==> config.mk <==
export PLATFORM = sky130hd
export DESIGN_NAME = ifetch_responder_flat
export DESIGN_NICKNAME = d
export VERILOG_FILES = /design/src/rtl/ifetch_responder_if.sv /design/src/rtl/ifetch_responder.sv /design/src/flat_wrapper.sv
export SDC_FILE = /design/constraint.sdc
export NUM_CORES = 1
export LEC_CHECK = 0
export ABC_AREA = 1
export BUFFER_PORTS_ARGS = -buffer_cell sky130_fd_sc_hd__clkbuf_2
export CORE_ASPECT_RATIO = 0.75
export CORE_MARGIN = 10
export CORE_UTILIZATION = 41
export DETAILED_ROUTE_END_ITERATION = 6
export HOLD_SLACK_MARGIN = 0.15
export PLACE_DENSITY_LB_ADDON = 0.2
export SYNTH_ARGS = -nofsm -noshare
export SYNTH_HDL_FRONTEND = slang
export SYNTH_SLANG_ARGS = --single-unit
==> constraint.sdc <==
create_clock -name clk -period 1.6 [get_ports clk]
set_clock_uncertainty 0.05 [all_clocks]
set_input_delay 0 -clock clk [delete_from_list [all_inputs] [get_ports clk]]
set_output_delay 0 -clock clk [all_outputs]
set_load 0.02 [all_outputs]
==> src/rtl/ifetch_responder_if.sv <==
// ifetch_responder_if: 64-bit instruction memory read port (valid/ready request, pulsed response).
interface ifetch_responder_if;
  logic        mem_req_valid;
  logic        mem_req_ready;
  logic [63:0] mem_req_addr;
  logic        mem_rsp_valid;
  logic [63:0] mem_rsp_data;
  logic        mem_rsp_err;
  modport master (
    output mem_req_valid, mem_req_addr,
    input  mem_req_ready, mem_rsp_valid, mem_rsp_data, mem_rsp_err
  );
  modport slave (
    input  mem_req_valid, mem_req_addr,
    output mem_req_ready, mem_rsp_valid, mem_rsp_data, mem_rsp_err
  );
endinterface

==> src/rtl/ifetch_responder.sv <==
// ifetch_responder: answers fetch-stage addresses with 32-bit instructions from a 64-bit memory port.
// Optional IFETCH_LINE_REUSE_EN keeps the last good line and serves same-line fetches without a request.
module ifetch_responder (
  input  logic                      clk,
  input  logic                      rst,
  input  logic [63:0]               ira,
  input  logic                      pipe_allowin,
  output logic [31:0]               ir,
  output logic                      ivalid,
  ifetch_responder_if.master        mem
);
  localparam logic [31:0] NOP_INST = 32'h0000_0013;
  localparam logic [31:0] ERR_INST = 32'h0010_0073;
  typedef enum logic [1:0] {BOOT, REQ, WAIT, HOLD} state_t;
  state_t      state, state_d;
  logic [60:0] fetch_line;
  logic        fetch_hi;
  logic [31:0] word, word_d;
  logic        accept, misaligned, hit;
  logic [31:0] hit_word;
  assign accept     = ivalid && pipe_allowin;
  assign misaligned = |ira[1:0];
`ifdef IFETCH_LINE_REUSE_EN
  logic        line_valid;
  logic [60:0] line_tag;
  logic [63:0] line_data;
  // Errored responses clear the line so a retry goes back to memory.
  always_ff @(posedge clk)
    if (rst) begin
      line_valid <= 1'b0;
      line_tag   <= '0;
      line_data  <= '0;
    end else if (state == WAIT && mem.mem_rsp_valid) begin
      line_valid <= !mem.mem_rsp_err;
      line_tag   <= fetch_line;
      line_data  <= mem.mem_rsp_data;
    end
  assign hit      = line_valid && line_tag == ira[63:3];
  assign hit_word = ira[2] ? line_data[63:32] : line_data[31:0];
`else
  assign hit      = 1'b0;
  assign hit_word = '0;
`endif
  always_comb begin
    state_d = state;
    word_d  = word;
    case (state)
      BOOT, HOLD:
        if (accept) begin
          state_d = (misaligned || hit) ? HOLD : REQ;
          word_d  = misaligned ? ERR_INST : hit ? hit_word : word;
        end
      REQ: state_d = mem.mem_req_ready ? WAIT : REQ;
      WAIT:
        if (mem.mem_rsp_valid) begin
          state_d = HOLD;
          word_d  = mem.mem_rsp_err ? ERR_INST : fetch_hi ? mem.mem_rsp_data[63:32] : mem.mem_rsp_data[31:0];
        end
      default: state_d = BOOT;
    endcase
  end
  always_ff @(posedge clk)
    if (rst) begin
      state      <= BOOT;
      word       <= NOP_INST;
      fetch_line <= '0;
      fetch_hi   <= 1'b0;
    end else begin
      state <= state_d;
      word  <= word_d;
      if (accept) begin
        fetch_line <= ira[63:3];
        fetch_hi   <= ira[2];
      end
    end
  assign ivalid            = state == BOOT || state == HOLD;
  assign ir                = state == BOOT ? NOP_INST : word;
  assign mem.mem_req_valid = state == REQ;
  assign mem.mem_req_addr  = {fetch_line, 3'b000};
endmodule

==> src/flat_wrapper.sv <==
// flat-port wrapper written by rule: the top's interface ports become plain ports
module ifetch_responder_flat 
  (clk, rst, ira, pipe_allowin, ir, ivalid, mem_mem_req_valid, mem_mem_req_addr, mem_mem_req_ready, mem_mem_rsp_valid, mem_mem_rsp_data, mem_mem_rsp_err);
  ifetch_responder_if mem_i ();
  input  logic clk;
  input  logic rst;
  input  logic [63:0] ira;
  input  logic pipe_allowin;
  output logic [31:0] ir;
  output logic ivalid;
  output wire logic [$bits(mem_i.mem_req_valid)-1:0] mem_mem_req_valid;
  output wire logic [$bits(mem_i.mem_req_addr)-1:0] mem_mem_req_addr;
  input wire logic [$bits(mem_i.mem_req_ready)-1:0] mem_mem_req_ready;
  input wire logic [$bits(mem_i.mem_rsp_valid)-1:0] mem_mem_rsp_valid;
  input wire logic [$bits(mem_i.mem_rsp_data)-1:0] mem_mem_rsp_data;
  input wire logic [$bits(mem_i.mem_rsp_err)-1:0] mem_mem_rsp_err;
  assign mem_mem_req_valid = mem_i.mem_req_valid;
  assign mem_mem_req_addr = mem_i.mem_req_addr;
  assign mem_i.mem_req_ready = mem_mem_req_ready;
  assign mem_i.mem_rsp_valid = mem_mem_rsp_valid;
  assign mem_i.mem_rsp_data = mem_mem_rsp_data;
  assign mem_i.mem_rsp_err = mem_mem_rsp_err;
  ifetch_responder u_core (.clk(clk), .rst(rst), .ira(ira), .pipe_allowin(pipe_allowin), .ir(ir), .ivalid(ivalid), .mem(mem_i));
endmodule
# [Yosys cells after proc, flatten, opt, wreduce, memory -nomap -nowiden]
# Index checks and enable logic that the tools add are counted.
[totals] ff_bits=96 wordCells=30 output_inout_bits=98 in_bits=134
[op_classes] n_mux=12 n_reduce_logical=8 eq_ne=6
[op_table] operator="32-bit 2-to-1 mux" n=6
[op_table] operator="32-bit one-hot mux with 2 select lines" n=1
[op_table] operator="2-bit 2-to-1 mux" n=4
[op_table] operator="2-bit one-hot mux with 3 select lines" n=1
[op_table] operator="2-bit == test, second input constant" n=2
[op_table] operator="2-bit by 1-bit != test with 1-bit output, second input constant" n=2
[op_table] operator="4-bit AND reduction" n=1
[op_table] operator="2-bit OR reduction" n=2
[op_table] operator="2-bit by 1-bit == test with 1-bit output, second input constant" n=1
[op_table] operator="2-bit logical NOT" n=1
[op_table] operator="2-bit != test, second input constant" n=1
[op_table] operator="2-bit AND reduction" n=1
[op_table] operator="2-bit nonzero test" n=1
[op_table] operator="1-bit logical AND" n=1
[op_table] operator="1-bit logical OR" n=1

# [Logic depth before layout (Yosys ltp)]
[depth] depth_word=5 ltp_mapped=10

# [Worst setup path after synthesis]
# No wires, ideal clock.
[synth_path] path_kind="reg-to-reg" startpoint="register u_core.state[0]" endpoint="register u_core.word[0]" path_slack_ns=-0.031 arrival_time_ns=1.451 path_buffers=2 path_stages_with_launch=11 required_time_ns=1.420 path_cell_list="dfxtp_1 -> inv_1 -> ha_1 -> inv_2 -> nand2_1 -> nand2_1 -> nor2_4 -> buf_6 -> buf_6 -> nand2_1 -> nand3_1"
[synth_via] elab_chain_len=5 word_cells_on_any_way=12
[synth_rtl] element="start, declared" line="ifetch_responder.sv:15" rtl="state_t state, state_d;"
[synth_rtl] element="start signal, assigned" line="ifetch_responder.sv:69" rtl="state <= state_d;"
[synth_rtl] element="2-bit == test or 2-bit logical NOT (tied branches)" line="ifetch_responder.sv:76" rtl="assign ivalid = state == BOOT || state == HOLD;"
[synth_rtl] element="1-bit logical OR (*)" line="ifetch_responder.sv:76"
[synth_rtl] element="via ivalid" line="flat_wrapper.sv:10" rtl="output logic ivalid;"
[synth_rtl] element="1-bit logical AND (*)" line="ifetch_responder.sv:21" rtl="assign accept = ivalid && pipe_allowin;"
[synth_rtl] element="2-bit by 1-bit != test with 1-bit output (no source line) (*)"
[synth_rtl] element="4-bit AND reduction (no source line) (*)"
[synth_rtl] element="end signal, assigned" line="ifetch_responder.sv:70" rtl="word <= word_d;"
[synth_rtl] element="end, declared" line="ifetch_responder.sv:18" rtl="logic [31:0] word, word_d;"
# Mark *: on every way through the listed nets, which the timed path passes. The rest lies on a longest branch.
# A chain may end at the register's enable or synchronous reset.

# [Worst setup path in the final report]
[layout_path] startpoint="register u_core.state[0]" endpoint="register u_core.word[8]"
[layout_via] elab_chain_len=5 word_cells_on_any_way=12
[layout_rtl] element="2-bit == test or 2-bit logical NOT (tied branches)" line="ifetch_responder.sv:47, ifetch_responder.sv:76"
[layout_rtl] element="1-bit logical OR" line="ifetch_responder.sv:76"
[layout_rtl] element="1-bit logical AND" line="ifetch_responder.sv:21"
[layout_rtl] element="2-bit by 1-bit != test with 1-bit output (no source line)"
[layout_rtl] element="4-bit AND reduction (no source line)"
# Parallel ways exist; a longest one is shown, timed or not.

==> impl_metrics.py <==
metrics = {
    "placed_design": {
        "io_buffers": 228,
        "dp_hpwl_um": 10300,
        "gp_congestion": 0.798,
        "place_ws_ns": -0.0675,
    },
    "synth": {
        "yosysSeqAreaShare_pct": 44.7,
        "synth_cell_types": 21,
        "ys.flop_type": "dfxtp_1",
        "async_flop_share_pct": 0,
        "ys_ff_latch": 96,
        "synthesis.area_um2": 4300,
        "synth-edff-count": 0,
        "syn_inst": 677,
        "syn_avg_cell_area_um2": 6.36,
        "yosysWarningCount": 0,
    },
    "worst_setup_path": {
        "timing.rr.start": "u_core.state[0]",
        "crit_chain": "inv_4 > ha_4 > inv_4 > nand2_4 > nand2_4 > nor2_4 > buf_6 > clkbuf_16 > nand2_1 > nand2_1 > nor2_1",
        "critical_path_required_ns": 1.78,
        "cpMaxStageDelayCell": "dfxtp_2",
        "rrSetupSlack_ns": -0.05,
        "r2r-end": "u_core.word[8]",
        "end_kind": "flop",
        "worstRegToRegCells": 11,
        "crit_fanout": 5,
        "path_class": "reg2reg",
        "critPathLaunchType": "flop",
        "critPathMaxStageDelay_ns": 0.36,
        "arrival_ns": 1.84,
    },
    "global_route": {
        "grt_overflow": 0,
        "grt_pass1_vias": 5523,
        "antenna_found_initial": 1,
        "grt_pass1_wl_um": 27300,
        "grt_max_degree": 97,
        "grt_usage_pct": 21.8,
    },
    "detailed_routing": {
        "route.detailed.drc": 0,
        "dr.pass1.iters": 5,
        "totalWireLength_um": 18000,
        "via_count": 5583,
        "vias_per_cell": 4.74,
        "avgRoutedWirePerCell_um": 15.3,
        "final_antenna_net_count": 0,
        "drt_first_iter_violations": 334,
    },
    "die": {
        "fp.dieH_um": 109,
        "rows": 32,
        "fp.dieW_um": 138,
        "design.core.area_um2": 10200,
        "die_area_um2": 15000,
        "initial_utilization_pct": 42.0,
        "boundaryPins": 232,
    },
    "clock_tree": {
        "clock-sinks": 96,
        "cts_made_buffers": 9,
        "htreeDepth": 3,
        "cts-root-buf": "clkbuf_16",
        "cts_max_path_buffers": 2,
        "clk_pin_slew_worst_paths_ns": 0.07,
        "cts_tree": "done",
        "clk_latency_ns": 0.33,
    },
    "final_layout": {
        "drive_gt1_share_pct": 31.1,
        "area_growth_pct": 77.0,
        "finalNetCount": 1173,
        "final_util_pct": 74.3,
    },
    "timing": {
        "post-route-min-period_ns": 1.65,
        "whs_ns": 0.187,
        "max_freq_ghz": 0.604,
        "rsz0062_at_grt": "yes",
        "final-setup-viol-count": 28,
        "hold_viol": 0,
        "setup_ws_ns": -0.0545,
        "period_share_pct": 103,
        "final-max-slew-violation-count": 0,
    },
    "worst_hold_path": {
        "hold_end": "u_core.word[4]",
        "hp-start": "pipe_allowin",
        "hold_depth": 6,
        "hold_path_class": "in2reg",
    },
    "power_and_ir_drop": {
        "finalPower_w": 0.0141,
        "leakagePower_nw": 3.84,
        "max-vdd-ir-drop_v": 0.00121,
        "cellPowerDensity_nw_per_um2": 1850,
    },
    "outcome": {
        "status": "complete, but fails checks",
        "violations": "negative setup slack",
    },
    "flow_run": {
        "cap_violations": 0,
    },
}
==> worst max path at each step <==
stage,from,end,slack (ns),cells after the start
global placement,u_core.state[0],u_core.word[30],0.03,10
finish,u_core.state[0],u_core.word[8],-0.05,11
detailed placement,u_core.state[0],u_core.word[11],-0.07,10
global route,u_core.state[0],u_core.word[26],-0.14,11
floorplan,u_core.state[1],u_core.fetch_line[10],0.04,8
CTS,u_core.state[0],u_core.word[11],-0.03,11
==> registers in the layout, indices dropped and copies added (netlist names) <==
name               cells
u_core.fetch_line     61
u_core.word           32
u_core.state           2
u_core.fetch_hi        1
==> layout by cell type (no fill, tap or decap), types with 8 or more instances in the layout <==
master           n
buf_12           8
buf_4           13
clkbuf_16       13
clkbuf_2       228
dfxtp_1         94
dlygate4sd3_1  130
inv_1           39
nand2_1        159
nand2_2         23
nor2_1         212
o21ai_0         65
==> synthesized netlist by cell type, types with 2 or more instances <==
library cell,n,area share (%)
nand2_1,184,16
ha_1,4,1.2
o21ai_0,65,7.6
buf_6,2,0.52
or2_2,3,0.44
dfxtp_1,96,45
nand3_1,7,0.81
a21oi_1,5,0.58
buf_4,3,0.52
buf_1,3,0.26
buf_2,15,1.7
inv_1,43,3.8
clkbuf_1,20,1.7
nor2_1,220,19
==> layer usage <==
metal	up-vias	track usage (%)	share of wire [%]	wire (µm)
li1	2749	-	-	-
met1	2496	21.9	36	6490
met2	275	39.2	50	8970
met3	63	8.86	9.9	1780
met4	0	10.9	4.1	737
met5	-	0	0	0
==> worst max-delay path, delay by kind of cell, from the launching register on <==
kind | cells | cell delay (ns)
fa+ha+maj | 1 | 0.31
buf+inv | 4 | 0.42
flops | 1 | 0.36
simple gates | 6 | 0.41
==> per-stage QoR <==
stage,TNS (ns),instances,area [µm²]
global placement,0,1015,5600
finish,-0.853,1177,7610
CTS,-0.338,1169,7410
global route,-3.57,1176,7610
detailed placement,-1.24,1015,5600
floorplan,0,679,4320
==> kinds of logic after synthesis <==
logic type	synth area share, %
fa+ha+maj	1.16
other cells	0.0872
flops	44.7
simple gates	37.0
compound gates	8.32
buf+inv	8.72
==> report_power, final <==
part           internal, W  total [W]  switching (W)
Combinational      0.00324    0.00798        0.00474
Clock              0.00153    0.00244       0.000912
Sequential         0.00324    0.00369       0.000450
Total              0.00801     0.0141        0.00610
==> cell type report <==
cell class / instances / area, µm²
sequential: 96 / 1920
clock buffer: 9 / 225
fill: 778 / 2640
clock inverter: 6 / 116
tap: 136 / 170
inverter: 45 / 174
antenna: 2 / 5.00
timing repair buffer: 388 / 2860
multi-input combinational: 495 / 2140
==> timing repair <==
item | 4_1_cts | 5_1_grt
gates resized for setup | 16 | 39
hold buffers | 130 | 0
buffers inserted | 7 | 3
pin swaps | 9 | 12
gates cloned | 2 | 5
endpoints found under the hold margin | 96 | 0
setup endpoints to repair | 30 | 94
(Power assumes the default switching activity.)
